$ cat src/rtl/shift_reg_pkg.sv
// Shared definitions for the universal shift register: mode encodings and
// the frame counter width helper.
package shift_reg_pkg;

  localparam logic [1:0] MODE_HOLD = 2'b00;
  localparam logic [1:0] MODE_SHR  = 2'b01;
  localparam logic [1:0] MODE_SHL  = 2'b10;
  localparam logic [1:0] MODE_LOAD = 2'b11;

  // Enough bits to hold a count from 0 up to and including the register length.
  function automatic int cnt_width(input int width);
    return $clog2(width + 1);
  endfunction

endpackage

$ cat src/rtl/shift_frame_cnt.sv
// Frame tracker: counts shifts since the last load, holds busy through the
// frame and pulses frame_done for one cycle after the WIDTH-th shift.
module shift_frame_cnt
  import shift_reg_pkg::*;
#(
  parameter int WIDTH = 8
) (
  input  logic clk,
  input  logic rst,
  input  logic load,
  input  logic shift,
  output logic busy,
  output logic frame_done
);

  localparam int CW = cnt_width(WIDTH);
  localparam logic [CW-1:0] LAST = CW'(WIDTH - 1);

  logic [CW-1:0] count;

  // A load always wins over a shift; shifts outside a frame leave the counter alone.
  always_ff @(posedge clk) begin
    if (rst) begin
      count      <= '0;
      busy       <= 1'b0;
      frame_done <= 1'b0;
    end else begin
      frame_done <= 1'b0;
      if (load) begin
        count <= '0;
        busy  <= 1'b1;
      end else if (shift && busy) begin
        if (count == LAST) begin
          count      <= '0;
          busy       <= 1'b0;
          frame_done <= 1'b1;
        end else begin
          count <= count + CW'(1);
        end
      end
    end
  end

endmodule

$ cat src/rtl/shift_reg_univ.sv
// Universal shift register (hold / shift right / shift left / parallel load)
// with frame tracking. Defining SHIFT_REG_ROTATE_EN adds a rot input.
module shift_reg_univ
  import shift_reg_pkg::*;
#(
  parameter int               WIDTH   = 8,
  parameter logic [WIDTH-1:0] RST_VAL = {WIDTH{1'b0}}
) (
  input  logic             clk,
  input  logic             rst,
  input  logic [1:0]       mode,
  input  logic             sin,
`ifdef SHIFT_REG_ROTATE_EN
  input  logic             rot,
`endif
  input  logic [WIDTH-1:0] pin,
  output logic [WIDTH-1:0] pout,
  output logic             sout_r,
  output logic             sout_l,
  output logic             busy,
  output logic             frame_done
);

  logic in_r;
  logic in_l;
  logic load;
  logic shift;

  // Rotation feeds the outgoing bit back in at the opposite end.
  always_comb begin
`ifdef SHIFT_REG_ROTATE_EN
    in_r = rot ? pout[0]       : sin;
    in_l = rot ? pout[WIDTH-1] : sin;
`else
    in_r = sin;
    in_l = sin;
`endif
  end

  assign load   = (mode == MODE_LOAD);
  assign shift  = (mode == MODE_SHR) || (mode == MODE_SHL);
  assign sout_r = pout[0];
  assign sout_l = pout[WIDTH-1];

  always_ff @(posedge clk) begin
    if (rst) begin
      pout <= RST_VAL;
    end else begin
      case (mode)
        MODE_SHR:  pout <= {in_r, pout[WIDTH-1:1]};
        MODE_SHL:  pout <= {pout[WIDTH-2:0], in_l};
        MODE_LOAD: pout <= pin;
        default:   pout <= pout;
      endcase
    end
  end

  shift_frame_cnt #(
    .WIDTH(WIDTH)
  ) u_frame_cnt (
    .clk        (clk),
    .rst        (rst),
    .load       (load),
    .shift      (shift),
    .busy       (busy),
    .frame_done (frame_done)
  );

endmodule

$ cat config.mk
export PLATFORM = sky130hd
export DESIGN_NAME = shift_reg_univ
export DESIGN_NICKNAME = d
export VERILOG_FILES = /design/src/rtl/shift_reg_pkg.sv /design/src/rtl/shift_frame_cnt.sv /design/src/rtl/shift_reg_univ.sv
export SDC_FILE = /design/constraint.sdc
export NUM_CORES = 1
export LEC_CHECK = 0
export ABC_AREA = 1
export BUFFER_PORTS_ARGS = -buffer_cell sky130_fd_sc_hd__buf_2
export CORE_MARGIN = 2
export CORE_UTILIZATION = 55
export DETAILED_ROUTE_END_ITERATION = 6
export PLACE_DENSITY = 0.92
export SLEW_MARGIN = 30
export SYNTH_ARGS = -nofsm -noshare
export SYNTH_HDL_FRONTEND = slang
export SYNTH_SLANG_ARGS = --single-unit
$ cat constraint.sdc
create_clock -name clk -period 1.75 [get_ports clk]
set_clock_uncertainty 0.05 [all_clocks]
set_input_delay 0.0875 -clock clk [delete_from_list [all_inputs] [get_ports clk]]
set_output_delay 0.0875 -clock clk [all_outputs]
set_load 0.005 [all_outputs]
# Word-level counts from Yosys, hierarchy flattened
# Index checks and enable logic that the tools add are counted.
# classes
add_sub_neg	1
multipliers	0
div	0
order_cmp	0
eq_ne	4
shifts	0
mux	6
bitwise	1
n_reduce_logical	8
# ops
cell	count
8-bit one-hot mux with 3 select lines	1
4-bit by 1-bit adder with 4-bit output, second input constant	1
2-bit == test, second input constant	2
4-bit by 3-bit == test with 1-bit output, second input constant	1
1-bit 2-to-1 mux	4
4-bit 2-to-1 mux	1
2-bit nonzero test	2
3-bit nonzero test	1
3-bit OR reduction	1
2-bit by 1-bit == test with 1-bit output, second input constant	1
2-bit AND reduction	1
2-bit OR reduction	1
1-bit logical AND	1
1-bit logical OR	1
1-bit inverter	1
# totals
regBits	14
latch_bits	0
mem_bits_rw	0
rom_bits	0
in_bits	13
memories	0

# Depth between registers and ports, before layout
# logic_depth
depth_word	5
ltp_mapped	9
mapped_depth_nobuf	8

# By module
# From an unflattened synthesis, not the netlist that was laid out.
# hier_totals
cells_unflattened	136
area_unflattened_um2	874.6
# modules_own_cells
mod	n_inst	cells_each	area_each_um2
shift_reg_univ	1	102	608.1
shift_frame_cnt	1	34	266.5

# Worst setup path after synthesis
# No wires, ideal clock.
# synth_timing
kind	input -> register
startpoint	in mode[0]
endpoint	reg pout[5]
setup_time_ns	0.109
arrival_ns	0.844
required_ns	1.591
setup_slack_ns	0.747
cell_stages	9
path_buffers	1
cell_sequence	inv_1 ha_1 buf_6 nor2_8 inv_8 nand2_2 nand3_2 nand2_1 inv_1
# synth_between
elab_chain_cells	2
# synth_rtl
element	line_no	text
start: declaration	shift_reg_univ.sv:11	input logic [1:0] mode,
2-bit == test / 2-bit by 1-bit == test with 1-bit output (equally long branches)	shift_reg_univ.sv:49	case (mode)
8-bit one-hot mux with 3 select lines / 3-bit nonzero test (equally long branches)	--	
end signal: assignment	shift_reg_univ.sv:50	MODE_SHR: pout <= {in_r, pout[WIDTH-1:1]};
end signal: assignment	shift_reg_univ.sv:51	MODE_SHL: pout <= {pout[WIDTH-2:0], in_l};
end signal: assignment	shift_reg_univ.sv:52	MODE_LOAD: pout <= pin;
end: declaration	shift_reg_univ.sv:17	output logic [WIDTH-1:0] pout,
# Several ways; a longest one is shown, not always the timed one.
# A chain may end at the register's enable or synchronous reset.

# Worst setup path in the final report
# layout_timing
startpoint	reg u_frame_cnt.count[0]
endpoint	reg u_frame_cnt.busy
# layout_between
elab_chain_cells	3
# layout_rtl
element	line_no	text
start: declaration	shift_frame_cnt.sv:19	logic [CW-1:0] count;
start signal: assignment	shift_frame_cnt.sv:38	count <= count + CW'(1);
4-bit by 3-bit == test with 1-bit output	shift_frame_cnt.sv:33	if (count == LAST) begin
2-bit nonzero test (no source line)	--	
2-bit AND reduction (no source line)	--	
end signal: assignment	shift_frame_cnt.sv:25	busy <= 1'b0;
end signal: assignment	shift_frame_cnt.sv:31	busy <= 1'b1;
end signal: assignment	shift_frame_cnt.sv:35	busy <= 1'b0;
end: declaration	shift_frame_cnt.sv:12	output logic busy,
# No other way between the ends.

==> flow_summary_export.csv <==
group,metric,value,unit
timing,tightestPinTransition,0.548,ns
global_routing,grt_overflow,0,
timing,fin_crit_sh,60.5,%
critical_path,cp_num_buf_inv,1,
yosys,synth_edf_count,0,
placed_design,globalplace.congestion,0.863,
min_path,worstHoldPathType,"input pin to flop",
placed_design,io_buffers,24,
route,totalWireLength,2000,µm
floorplanning,die_x,46.5,µm
timing,slew_viol_final,0,
yosys,syn_avg_cell_area,6.61,µm²
placed_design,place_ws,0.473,ns
cts,cts.repair.resized,0,
yosys,synth_area_leader_cell,"dfxtp_1",
yosys,synth_ff_type,"dfxtp_1",
cts,cts.sinks,14,
critical_path,reg2reg_to,"u_frame_cnt.busy$_SDFFE_PP0P_",
power,p_per_area,672,nW/µm²
layout,fin_nets,190,
route,drc,0,
yosys,synth_top_cell_area_share,28.2,%
yosys,synth_common_cells,"nand2_1 (36), inv_1 (27), a21oi_1 (16)",
min_path,holdPathStages,5,
cts,clock_latency,0.27,ns
floorplanning,num_rows,15,
timing,hold_viol_final,0,
timing,fin_crit,1.06,ns
cts,clk_pin_slew_worst_paths,0.08,ns
global_routing,grt_antenna_before_repair,0,
floorplanning,start_util,58.1,%
route,ant_nets,0,
floorplanning,dieHeight,46.5,µm
yosys,synth.yosys.seq_area_share,28.2,%
yosys,synth_seq_cells,14,
yosys,yosysMostFrequentCell,"nand2_1",
critical_path,cp-start-kind,"flop",
critical_path,r2r_slack,0.69,ns
flow_run,drv_cap,0,
critical_path,cp-end-kind,"flop",
min_path,min_from,"sin",
global_routing,grt_max_degree,17,
route,wl_per_cell,10.2,µm
placed_design,dpl.hpwl,1550,µm
cts,cts_buffers,3,
timing,rsz0062_at_grt,"no",
floorplanning,io_pins,25,
timing,hold-worst-slack,0.0859,ns
run_status,status,"completed",
power,leakagePower,0.671,nW
layout,fillCellCount,173,
timing,tns,0,ns
global_routing,use_met2,37.2,%
layout,final_layout_size_suffix_gt1_share,29.8,%
yosys,synth_cells,150,
cts,ctsLongestPathBuffers,2,
power,peakVddDrop,0.429,mV
yosys,synth_fp_nets,168,
global_routing,grt_pass1_vias,849,
critical_path,arrival,1.19,ns
global_routing,grt_pass1_wl,3250,µm
route,drtIter0Drc,7,
yosys,yosys_warnings,0,
floorplanning,core,1710,µm²
global_routing,met3_usage,4.71,%
min_path,holdPathEnd,"pout[7]$_SDFFE_PP0P_",
critical_path,rr_worst_depth,6,
critical_path,max_stage_delay,0.37,ns
route,dr.pass1.iters,4,
critical_path,critPathSlowestCell,"dfxtp_1",
cts,htreeDepth,1,
cts,ctsHoldBuffers,0,
cts,cts_setup_buffers,0,
critical_path,cp.required,1.88,ns
cts,root_buffer,"clkbuf_4",
timing,setup_viol,0,
route,vias,948,
layout,antenna_cells,0,
yosys,synthDistinctLibCells,18,
yosys,syn-cell-area,992,µm²
floorplanning,die_area,2160,µm²
cts,cts_tree,"yes",
global_routing,grt.total_usage,21.6,%
critical_path,reg2reg_from,"u_frame_cnt.count[0]$_SDFFE_PP0P_",
layout,synthToLayoutAreaGrowth,11.9,%
yosys,synth-async-reset-ratio,0,%
timing,fmax,944,MHz
route,vias_per_cell,4.84,
critical_path,cp_top_family,"flip-flops",
critical_path,crit_type,"flop to flop",
critical_path,worstPathCellList,"ha_1, nand3_1, nand2_1, nand3_1, nand2_1, inv_1",
timing,max_slew_margin,63.5,%
yosys,ys_top_cells_by_area,"dfxtp_1 (28%), nand2_1 (14%), inv_1 (10%)",
global_routing,grt.busiest_layer,"met2",
global_routing,met1_usage,22.7,%
critical_path,crit_fanout,3,
timing,setup_ws,0.691,ns
worst reg2reg max path, delay by kind of cell (launching register included):
kind | cells | cell delay (ns)
flip-flops | 1 | 0.37
AND/OR/NAND/NOR | 4 | 0.30
adder cells (fa/ha/maj) | 1 | 0.21
buffers and inverters | 1 | 0.03
cells in the final DEF (no fill, tap or decap):
master and count:
nand2_1 36, nor3_1 1, dfxtp_1 14, o21ai_1 1
nor2_1 11, ha_1 5, nand3_1 8, nand3_2 5
nor2_8 1, inv_2 7, a21oi_1 16, nand2_2 9
inv_8 1, clkbuf_8 1, buf_2 24, inv_1 27
o21bai_1 1, clkbuf_4 3
state kept, by name, indices dropped and copies added, names as in the netlist:
name and count:
pout 8, u_frame_cnt.count 4, u_frame_cnt.busy 1, u_frame_cnt.frame_done 1
logic make-up after synthesis:
logic type | Yosys count | synth area share [%]
AO/OA/AOI/OAI | 18 | 9.33
adder cells (fa/ha/maj) | 5 | 6.31
buffers and inverters | 42 | 21.1
flip-flops | 14 | 28.2
AND/OR/NAND/NOR | 71 | 35.1
through the flow:
stage | cells | total power (W) | instance area [µm²] | util [%]
final | 196 | 0.000746 | 1110 | 65.0
after floorplan | 150 | 0.000484 | 992 | -
after global placement | 192 | 0.000516 | 1070 | 62.9
after detailed placement | 192 | 0.000523 | 1070 | 62.9
after CTS | 196 | 0.000755 | 1110 | 65.0
after global routing | 196 | 0.000800 | 1110 | 65.0
worst max path at each step:
stage	startpoint	end	slack, ns	depth (start not counted)
finish	u_frame_cnt.count[0]$_SDFFE_PP0P_	u_frame_cnt.busy$_SDFFE_PP0P_	0.69	6
global route	u_frame_cnt.count[0]$_SDFFE_PP0P_	u_frame_cnt.busy$_SDFFE_PP0P_	0.63	6
CTS	u_frame_cnt.count[0]$_SDFFE_PP0P_	u_frame_cnt.busy$_SDFFE_PP0P_	0.69	6
detailed placement	mode[0]	pout[0]$_SDFFE_PP0P_	0.47	9
global placement	mode[0]	pout[4]$_SDFFE_PP0P_	0.51	9
floorplan	mode[0]	pout[5]$_SDFFE_PP0P_	0.75	9
cell type report:
cell class	instances	area, µm²	share of cell area, %
tap	25	31.3	2.82
sequential	14	280	25.3
inverter	35	139	12.5
clock buffer	4	36.3	3.27
timing repair buffer	24	120	10.8
multi-input combinational	94	503	45.3
power breakdown:
| part | switching, W | internal (W) |
|---|---|---|
| logic | 0.0000950 | 0.0000676 |
| clock network | 0.000103 | 0.000126 |
| registers | 0.0000172 | 0.000336 |
per-layer routing:
layer | routed length (µm) | share of wire, %
met5 | 0 | 0
met4 | 47 | 2.3
met3 | 91 | 4.5
met2 | 1010 | 51
met1 | 851 | 42
(Power assumes the default switching activity.)
